**src/rtl/superscalar_pkg.sv**
```systemverilog
// Shared ROB configuration: default sizing, tag-width derivation, entry payload layout.
// Latency: n/a (types, constants and helper functions only).
// Backpressure: n/a.
package superscalar_pkg;

  localparam int ROB_DEPTH    = 16;
  localparam int ROB_DISP_W   = 2;
  localparam int ROB_COMMIT_W = 2;
  localparam int ROB_CDB_N    = 2;

  // Tag is the entry index; keep at least one bit for degenerate sizes.
  function automatic int rob_tag_w(input int depth);
    return (depth > 1) ? $clog2(depth) : 1;
  endfunction

  // Payload layout (valid/done live in separate reset-able flag vectors):
  // {target, data, dest, mispred, branch, store, wr}
  localparam int ENT_WR      = 0;
  localparam int ENT_STORE   = 1;
  localparam int ENT_BRANCH  = 2;
  localparam int ENT_MISPRED = 3;
  localparam int ENT_DEST    = 4;

  function automatic int ent_data_lsb(input int reg_w);
    return ENT_DEST + reg_w;
  endfunction

  function automatic int ent_target_lsb(input int reg_w, input int data_w);
    return ENT_DEST + reg_w + data_w;
  endfunction

  function automatic int ent_w(input int reg_w, input int data_w, input int pc_w);
    return ENT_DEST + reg_w + data_w + pc_w;
  endfunction

endpackage

```
**src/rtl/rob_commit_sel.sv**
```systemverilog
// Picks the in-order prefix of retiring slots at the ROB head.
// Latency: combinational.
// Backpressure: none; stops at the first not-done slot or just after a mispredicted branch.
module rob_commit_sel
  import superscalar_pkg::*;
#(
  parameter int COMMIT_W = ROB_COMMIT_W,
  parameter int CNT_W    = 2
) (
  input  logic [COMMIT_W-1:0] slot_valid,
  input  logic [COMMIT_W-1:0] slot_done,
  input  logic [COMMIT_W-1:0] slot_mispred,
  output logic [COMMIT_W-1:0] commit_mask,
  output logic [CNT_W-1:0]    commit_cnt,
  output logic                recover
);

  // Walk slots oldest-first; a gap or a retiring mispredict closes the window.
  always_comb begin
    logic run;
    run         = 1'b1;
    commit_mask = '0;
    commit_cnt  = '0;
    recover     = 1'b0;
    for (int j = 0; j < COMMIT_W; j++) begin
      if (run && slot_valid[j] && slot_done[j]) begin
        commit_mask[j] = 1'b1;
        commit_cnt     = commit_cnt + CNT_W'(1);
        if (slot_mispred[j]) begin
          recover = 1'b1;
          run     = 1'b0;
        end
      end else begin
        run = 1'b0;
      end
    end
  end

endmodule

```
**src/rtl/reorder_buffer.sv**
```systemverilog
// Circular reorder buffer: tag allocation at dispatch, CDB snoop, in-order retirement, mispredict flush.
// Latency: CDB completion retires no earlier than the next cycle; flush/redirect one cycle after the branch retires.
// Backpressure: disp_ready drops when fewer than DISP_W entries are free or during flush; group must be held.
// Optional build macro ROB_PERF_CNT_EN adds saturating perf_commits/perf_flushes/perf_full_stalls ports.
module reorder_buffer
  import superscalar_pkg::*;
#(
  parameter int DEPTH    = ROB_DEPTH,
  parameter int TAG_W    = rob_tag_w(DEPTH),
  parameter int DISP_W   = ROB_DISP_W,
  parameter int COMMIT_W = ROB_COMMIT_W,
  parameter int CDB_N    = ROB_CDB_N,
  parameter int DATA_W   = 16,
  parameter int REG_W    = 5,
  parameter int PC_W     = 16
) (
  input  logic                       clk,
  input  logic                       rst,
  input  logic [DISP_W-1:0]          disp_valid,
  input  logic [DISP_W*REG_W-1:0]    disp_dest,
  input  logic [DISP_W-1:0]          disp_wr,
  input  logic [DISP_W-1:0]          disp_store,
  input  logic [DISP_W-1:0]          disp_branch,
  output logic                       disp_ready,
  output logic [DISP_W*TAG_W-1:0]    disp_tag,
  input  logic [CDB_N-1:0]           cdb_valid,
  input  logic [CDB_N*TAG_W-1:0]     cdb_tag,
  input  logic [CDB_N*DATA_W-1:0]    cdb_data,
  input  logic [CDB_N-1:0]           cdb_mispred,
  input  logic [CDB_N*PC_W-1:0]      cdb_target,
  output logic [COMMIT_W-1:0]        commit_valid,
  output logic [COMMIT_W*REG_W-1:0]  commit_dest,
  output logic [COMMIT_W*DATA_W-1:0] commit_data,
  output logic [COMMIT_W-1:0]        commit_wr,
  output logic [COMMIT_W-1:0]        commit_store,
  output logic                       flush,
  output logic [PC_W-1:0]            redirect_pc,
  output logic [TAG_W:0]             rob_count,
  output logic                       rob_empty
`ifdef ROB_PERF_CNT_EN
  ,
  output logic [31:0]                perf_commits,
  output logic [31:0]                perf_flushes,
  output logic [31:0]                perf_full_stalls
`endif
);

  localparam int ENT_BITS = ent_w(REG_W, DATA_W, PC_W);
  localparam int DATA_LSB = ent_data_lsb(REG_W);
  localparam int TGT_LSB  = ent_target_lsb(REG_W, DATA_W);
  // Highest occupancy at which a full group still fits.
  localparam logic [TAG_W:0] FILL_MAX = (TAG_W+1)'(DEPTH - DISP_W);

  logic [TAG_W-1:0]    head_q, tail_q;
  logic [TAG_W:0]      count_q;
  logic [DEPTH-1:0]    valid_q, done_q;
  logic [ENT_BITS-1:0] ent_q [DEPTH];
  logic                flush_q;
  logic [PC_W-1:0]     redirect_q;

  logic                disp_fire;
  logic [TAG_W:0]      disp_cnt, acc_cnt;
  logic [TAG_W-1:0]    slot_tag [DISP_W];

  logic [TAG_W-1:0]    hidx [COMMIT_W];
  logic [COMMIT_W-1:0] head_valid, head_done, head_mispred;
  logic [COMMIT_W-1:0] commit_mask;
  logic [TAG_W:0]      commit_cnt;
  logic                recover;
  logic [PC_W-1:0]     redirect_next;

  // Admission uses occupancy before this cycle's retirements, so it is conservative.
  assign disp_ready = (count_q <= FILL_MAX) && !flush_q;
  assign disp_fire  = disp_ready && (|disp_valid);
  assign acc_cnt    = disp_fire ? disp_cnt : '0;

  // Compact valid dispatch slots onto consecutive tags starting at tail.
  always_comb begin
    disp_cnt = '0;
    disp_tag = '0;
    for (int i = 0; i < DISP_W; i++) begin
      slot_tag[i] = tail_q + disp_cnt[TAG_W-1:0];
      disp_tag[i*TAG_W +: TAG_W] = slot_tag[i];
      if (disp_valid[i]) disp_cnt = disp_cnt + (TAG_W+1)'(1);
    end
  end

  // Gather status of the COMMIT_W oldest entries; only branches can mispredict.
  always_comb begin
    for (int j = 0; j < COMMIT_W; j++) begin
      hidx[j]         = head_q + TAG_W'(j);
      head_valid[j]   = valid_q[hidx[j]];
      head_done[j]    = done_q[hidx[j]];
      head_mispred[j] = ent_q[hidx[j]][ENT_MISPRED] & ent_q[hidx[j]][ENT_BRANCH];
    end
  end

  rob_commit_sel #(
    .COMMIT_W (COMMIT_W),
    .CNT_W    (TAG_W + 1)
  ) u_commit_sel (
    .slot_valid   (head_valid),
    .slot_done    (head_done),
    .slot_mispred (head_mispred),
    .commit_mask  (commit_mask),
    .commit_cnt   (commit_cnt),
    .recover      (recover)
  );

  // Drive retirement ports; payload is zeroed on idle slots so nothing stale leaks out.
  always_comb begin
    commit_valid  = commit_mask;
    commit_dest   = '0;
    commit_data   = '0;
    commit_wr     = '0;
    commit_store  = '0;
    redirect_next = '0;
    for (int j = 0; j < COMMIT_W; j++) begin
      if (commit_mask[j]) begin
        commit_dest[j*REG_W +: REG_W]   = ent_q[hidx[j]][ENT_DEST +: REG_W];
        commit_data[j*DATA_W +: DATA_W] = ent_q[hidx[j]][DATA_LSB +: DATA_W];
        commit_wr[j]                    = ent_q[hidx[j]][ENT_WR];
        commit_store[j]                 = ent_q[hidx[j]][ENT_STORE];
        if (head_mispred[j]) redirect_next = ent_q[hidx[j]][TGT_LSB +: PC_W];
      end
    end
  end

  // Pointers, occupancy and valid/done flags; a retiring mispredict empties the buffer.
  always_ff @(posedge clk or posedge rst) begin
    if (rst) begin
      head_q     <= '0;
      tail_q     <= '0;
      count_q    <= '0;
      valid_q    <= '0;
      done_q     <= '0;
      flush_q    <= 1'b0;
      redirect_q <= '0;
    end else begin
      flush_q <= recover;
      if (recover) redirect_q <= redirect_next;
      if (recover) begin
        head_q  <= '0;
        tail_q  <= '0;
        count_q <= '0;
        valid_q <= '0;
        done_q  <= '0;
      end else begin
        for (int p = 0; p < CDB_N; p++) begin
          if (cdb_valid[p] && valid_q[cdb_tag[p*TAG_W +: TAG_W]])
            done_q[cdb_tag[p*TAG_W +: TAG_W]] <= 1'b1;
        end
        for (int i = 0; i < DISP_W; i++) begin
          if (disp_fire && disp_valid[i]) begin
            valid_q[slot_tag[i]] <= 1'b1;
            done_q[slot_tag[i]]  <= 1'b0;
          end
        end
        for (int j = 0; j < COMMIT_W; j++) begin
          if (commit_mask[j]) begin
            valid_q[hidx[j]] <= 1'b0;
            done_q[hidx[j]]  <= 1'b0;
          end
        end
        head_q  <= head_q + commit_cnt[TAG_W-1:0];
        tail_q  <= tail_q + acc_cnt[TAG_W-1:0];
        count_q <= count_q + acc_cnt - commit_cnt;
      end
    end
  end

  // Entry payload: written at allocation, then updated by CDB (higher port wins on a tie).
  always_ff @(posedge clk) begin
    for (int i = 0; i < DISP_W; i++) begin
      if (disp_fire && disp_valid[i]) begin
        ent_q[slot_tag[i]][ENT_WR]              <= disp_wr[i];
        ent_q[slot_tag[i]][ENT_STORE]           <= disp_store[i];
        ent_q[slot_tag[i]][ENT_BRANCH]          <= disp_branch[i];
        ent_q[slot_tag[i]][ENT_MISPRED]         <= 1'b0;
        ent_q[slot_tag[i]][ENT_DEST +: REG_W]   <= disp_dest[i*REG_W +: REG_W];
      end
    end
    for (int p = 0; p < CDB_N; p++) begin
      if (cdb_valid[p] && valid_q[cdb_tag[p*TAG_W +: TAG_W]]) begin
        ent_q[cdb_tag[p*TAG_W +: TAG_W]][ENT_MISPRED]        <= cdb_mispred[p];
        ent_q[cdb_tag[p*TAG_W +: TAG_W]][DATA_LSB +: DATA_W] <= cdb_data[p*DATA_W +: DATA_W];
        ent_q[cdb_tag[p*TAG_W +: TAG_W]][TGT_LSB +: PC_W]    <= cdb_target[p*PC_W +: PC_W];
      end
    end
  end

  assign flush       = flush_q;
  assign redirect_pc = redirect_q;
  assign rob_count   = count_q;
  assign rob_empty   = (count_q == '0);

`ifdef ROB_PERF_CNT_EN
  // Saturating event counters: retired instructions, recoveries, blocked dispatch cycles.
  always_ff @(posedge clk or posedge rst) begin
    if (rst) begin
      perf_commits     <= '0;
      perf_flushes     <= '0;
      perf_full_stalls <= '0;
    end else begin
      if (perf_commits > (32'hFFFF_FFFF - 32'(commit_cnt))) perf_commits <= '1;
      else perf_commits <= perf_commits + 32'(commit_cnt);
      if (recover && (perf_flushes != '1)) perf_flushes <= perf_flushes + 32'd1;
      if ((|disp_valid) && !disp_ready && (perf_full_stalls != '1))
        perf_full_stalls <= perf_full_stalls + 32'd1;
    end
  end
`endif

endmodule

```
**config.mk**
```make
export PLATFORM = sky130hd
export DESIGN_NAME = reorder_buffer
export DESIGN_NICKNAME = d
export VERILOG_FILES = /design/src/rtl/superscalar_pkg.sv /design/src/rtl/rob_commit_sel.sv /design/src/rtl/reorder_buffer.sv
export SDC_FILE = /design/constraint.sdc
export NUM_CORES = 2
export LEC_CHECK = 0
export CAP_MARGIN = 25
export CORE_MARGIN = 3
export CORE_UTILIZATION = 55
export CTS_BUF_LIST = sky130_fd_sc_hd__clkbuf_4
export CTS_CLUSTER_DIAMETER = 150
export DETAILED_ROUTE_END_ITERATION = 8
export GPL_ROUTABILITY_DRIVEN = 1
export PLACE_DENSITY = 0.7
export SETUP_SLACK_MARGIN = 0.3
export SYNTH_ARGS = -nofsm -noshare
export SYNTH_HDL_FRONTEND = slang
export SYNTH_SLANG_ARGS = --single-unit
```
**constraint.sdc**
```tcl
create_clock -name clk -period 6.65 [get_ports clk]
set_input_delay 1.995 -clock clk [delete_from_list [all_inputs] [get_ports clk]]
set_output_delay 1.995 -clock clk [all_outputs]
set_load 0.01 [all_outputs]
```
==> qor.csv <==
stage;metric;value;unit
run_status;status;finished clean;
sta;whs;0.544;ns
routing;firstDrtPassIters;6;
worst_setup_path;cpPeakStageDelay;0.58;ns
power;p_leak;16.1;nW
die;die_x;283;µm
logic_synthesis;synth.distinct_cells;62;
power;clkPwrFrac;21.7;%
placed_design;place_ws;0.614;ns
sta;tightestPinTransition;1.06;ns
logic_synthesis;synth_edf_count;656;
routing;via_count;28119;
clocking;clockBufferDepth;3;
sta;skew;0.0639;ns
routing;wl_per_cell;33.5;µm
worst_setup_path;worst_setup_path_start_kind;flop;
die;die_y;283;µm
worst_setup_path;crit_slowest_cell;mux4_2;
power;seqPwrFrac;30.5;%
routing;ant_nets;0;
global_routing;grt_pass1_wl;195000;µm
logic_synthesis;avgSynthCellArea;16.4;µm²
sta;slew_viol_final;0;
cells_and_area;synthToLayoutAreaGrowth;15.2;%
worst_setup_path;endpoint_kind;output port;
worst_hold_path;min_path_type;flop to flop;
global_routing;grt_overflow;0;
cells_and_area;n_fill_cell;5482;
clocking;cts_tree;done;
global_routing;grt_use_total;33.3;%
cells_and_area;nets;2943;
power;switching_share;35.2;%
cells_and_area;drive_gt1_share;53.2;%
routing;remaining_drc_errors;0;
power;netSwitchingPower;6.56;mW
worst_setup_path;setup.worst_path.class;flop to output port;
worst_setup_path;crit_top_cell;mux4_2;
global_routing;grt_antenna_before_repair;15;
clocking;cts.htree.levels;4;
global_routing;grt_max_degree;59;
worst_setup_path;cp.required;4.66;ns
placed_design;portBuffers;175;
sta;period_minus_slack;6.22;ns
logic_synthesis;syn-instance-count;2587;
logic_synthesis;ys_warn_count;0;
clocking;path_clk_slew;0.07;ns
power;p_per_area;382;nW/µm²
logic_synthesis;syn_nets;2708;
power;p_comb_share;47.8;%
sta;period_share;93.6;%
sta;slew_headroom;29.1;%
cells_and_area;layout_common_cells;656 x edfxtp_1, 645 x mux2_2, 416 x mux4_2;
placed_design;routabilityCongestion;0.940;
logic_synthesis;synth_ff_type;edfxtp_1;
die;rows;101;
sta;finalWorstSetupSlack;0.428;ns
sta;finalSetupViolations;0;
logic_synthesis;ys_ff_latch;718;
die;ios;176;
routing;drt_iter0_drc;3619;
power;ir_drop;278;µV
routing;wl;134000;µm
placed_design;hpwlAfterDp;78000;µm
worst_setup_path;arrival;4.23;ns
sta;tns;0;ns
power;p_int;12.1;mW
sta;hold_violations;0;
routing;vias_per_cell;7.01;
logic_synthesis;seq_area_frac_synth;50.2;%
sta;grt_setup_unrepaired;no;
worst_setup_path;path_buf_inv;4;
global_routing;grt_pass1_vias;28660;
worst_setup_path;path_max_fanout;15;
job;maxCapViolCount;0;
cells_and_area;final_common_cell;edfxtp_1;
clocking;numCtsBuffers;192;
worst_setup_path;crit_family;multiplexers;
logic_synthesis;syn-cell-area;42400;µm²
logic_synthesis;async_flop_share;8.64;%
die;start_util;55.7;%
worst_setup_path;crit_chain;clkinvlp_4 > ha_4 > clkbuf_4 > buf_16 > mux4_2 > mux4_2 > nor2b_1 > clkdlybuf4s50_1;
clocking;clock_sinks;718;
die;die_area;80400;µm²
sta;fmax;0.161;GHz
die;coreArea;76100;µm²
clocking;ctsRootBufferMaster;clkbuf_4;
clocking;clock_latency;1.07;ns
[Yosys cell counts, types with 18 or more instances]
cell type / instances / area share, %
nand2_1: 65 / 0.58
edfxtp_1: 656 / 47
nor4_1: 18 / 0.27
nor2_1: 69 / 0.61
clkbuf_1: 161 / 1.4
inv_1: 34 / 0.30
mux4_2: 416 / 22
nand3_1: 31 / 0.37
nor2b_1: 39 / 0.58
dfrtp_1: 62 / 3.7
buf_1: 23 / 0.20
mux2_2: 645 / 17
buf_2: 70 / 0.83
ha_1: 21 / 0.62
nor3_1: 18 / 0.21
o21ai_0: 34 / 0.40
and2_1: 28 / 0.41
[state kept, by name, summed over array words and instances, names as in the netlist]
register / count
head_q: 4
flush: 1
ent_q: 656
redirect_pc: 16
tail_q: 4
done_q: 16
valid_q: 16
rob_count: 5
[worst paths after layout]
| kind | start | endpoint | slack (ns) | depth (start not counted) |
|---|---|---|---|---|
| setup / recovery | head_q[0]$_DFF_PP0_ | commit_data[16] | 0.43 | 8 |
| setup reg to reg | head_q[0]$_DFF_PP0_ | rob_count[4]$_DFF_PP0_ | 2.11 | 22 |
| max in group asynchronous | rst | head_q[1]$_DFF_PP0_ | 4.10 | 3 |
| hold / removal | redirect_pc[3]$_DFFE_PP0N_ | redirect_pc[3]$_DFFE_PP0N_ | 0.54 | 2 |
| min in group asynchronous | rst | redirect_pc[12]$_DFFE_PP0N_ | 1.36 | 2 |
| hold reg to reg | redirect_pc[3]$_DFFE_PP0N_ | redirect_pc[3]$_DFFE_PP0N_ | 0.54 | 2 |
[worst min-delay path, stage by stage (launching register included)]
cell and delay (ns):
dfrtp_1 0.38, inv_1 0.05, o21ai_0 0.07
[layout make-up]
cell class	count	area, µm²	area share [%]
Clock inverter	38	230	0.472
Antenna cell	11	27.5	0.0564
Inverter	35	138	0.282
Clock buffer	303	2270	4.66
Tap cell	1030	1290	2.64
Sequential cell	718	21300	43.6
Timing Repair Buffer	301	3300	6.76
Multi-Input combinational cell	1574	20300	41.5
[logic make-up after synthesis]
kind of cell	Yosys count	share of synthesized area [%]
flip-flops	718	50.2
AO/OA/AOI/OAI	105	1.71
adder cells (fa/ha/maj)	25	0.810
buffers and inverters	295	2.93
XOR/XNOR	14	0.307
AND/OR/NAND/NOR	356	4.49
multiplexers	1074	39.6
[what timing repair did]
action                     in CTS  in global routing
setup buffers                   8                 10
cloned                          4                  4
setup endpoints to repair      48                 44
pin swaps                       1                  2
gates resized for setup        18                 20
hold buffers                    0                  0
[power groups by stage]
stage | logic (mW) | clock network, mW | registers, mW
6_report | 8.91 | 4.04 | 5.68
5_1_grt | 9.36 | 4.35 | 5.71
4_1_cts | 8.57 | 4.10 | 5.67
3_5_place_dp | 8.14 | 0 | 5.79
3_3_place_gp | 8.01 | 0 | 5.76
2_1_floorplan | 5.88 | 0 | 5.61
[per-layer routing]
| metal | share of wire (%) | global-route usage (%) | wire (µm) | up-vias |
|---|---|---|---|---|
| met2 | 48 | 52.7 | 63900 | 1981 |
| met1 | 37 | 44.4 | 49200 | 14524 |
| met5 | 0.065 | 0 | 87 | - |
| met4 | 4.2 | 13.5 | 5580 | 12 |
| met3 | 12 | 8.79 | 15500 | 411 |
| li1 | - | - | - | 11191 |
[per-stage QoR]
| step | cells | power [mW] | utilization (%) | instance area, µm² |
|---|---|---|---|---|
| 3_5_place_dp | 3630 | 13.9 | 59.9 | 45600 |
| 3_3_place_gp | 3630 | 13.8 | 59.9 | 45600 |
| 6_report | 4010 | 18.6 | 64.1 | 48800 |
| 2_1_floorplan | 2587 | 11.5 | - | 42400 |
| 4_1_cts | 3983 | 18.3 | 63.6 | 48400 |
| 5_1_grt | 4007 | 19.4 | 64.1 | 48800 |
Note: power is estimated with default switching activity, not from simulation.
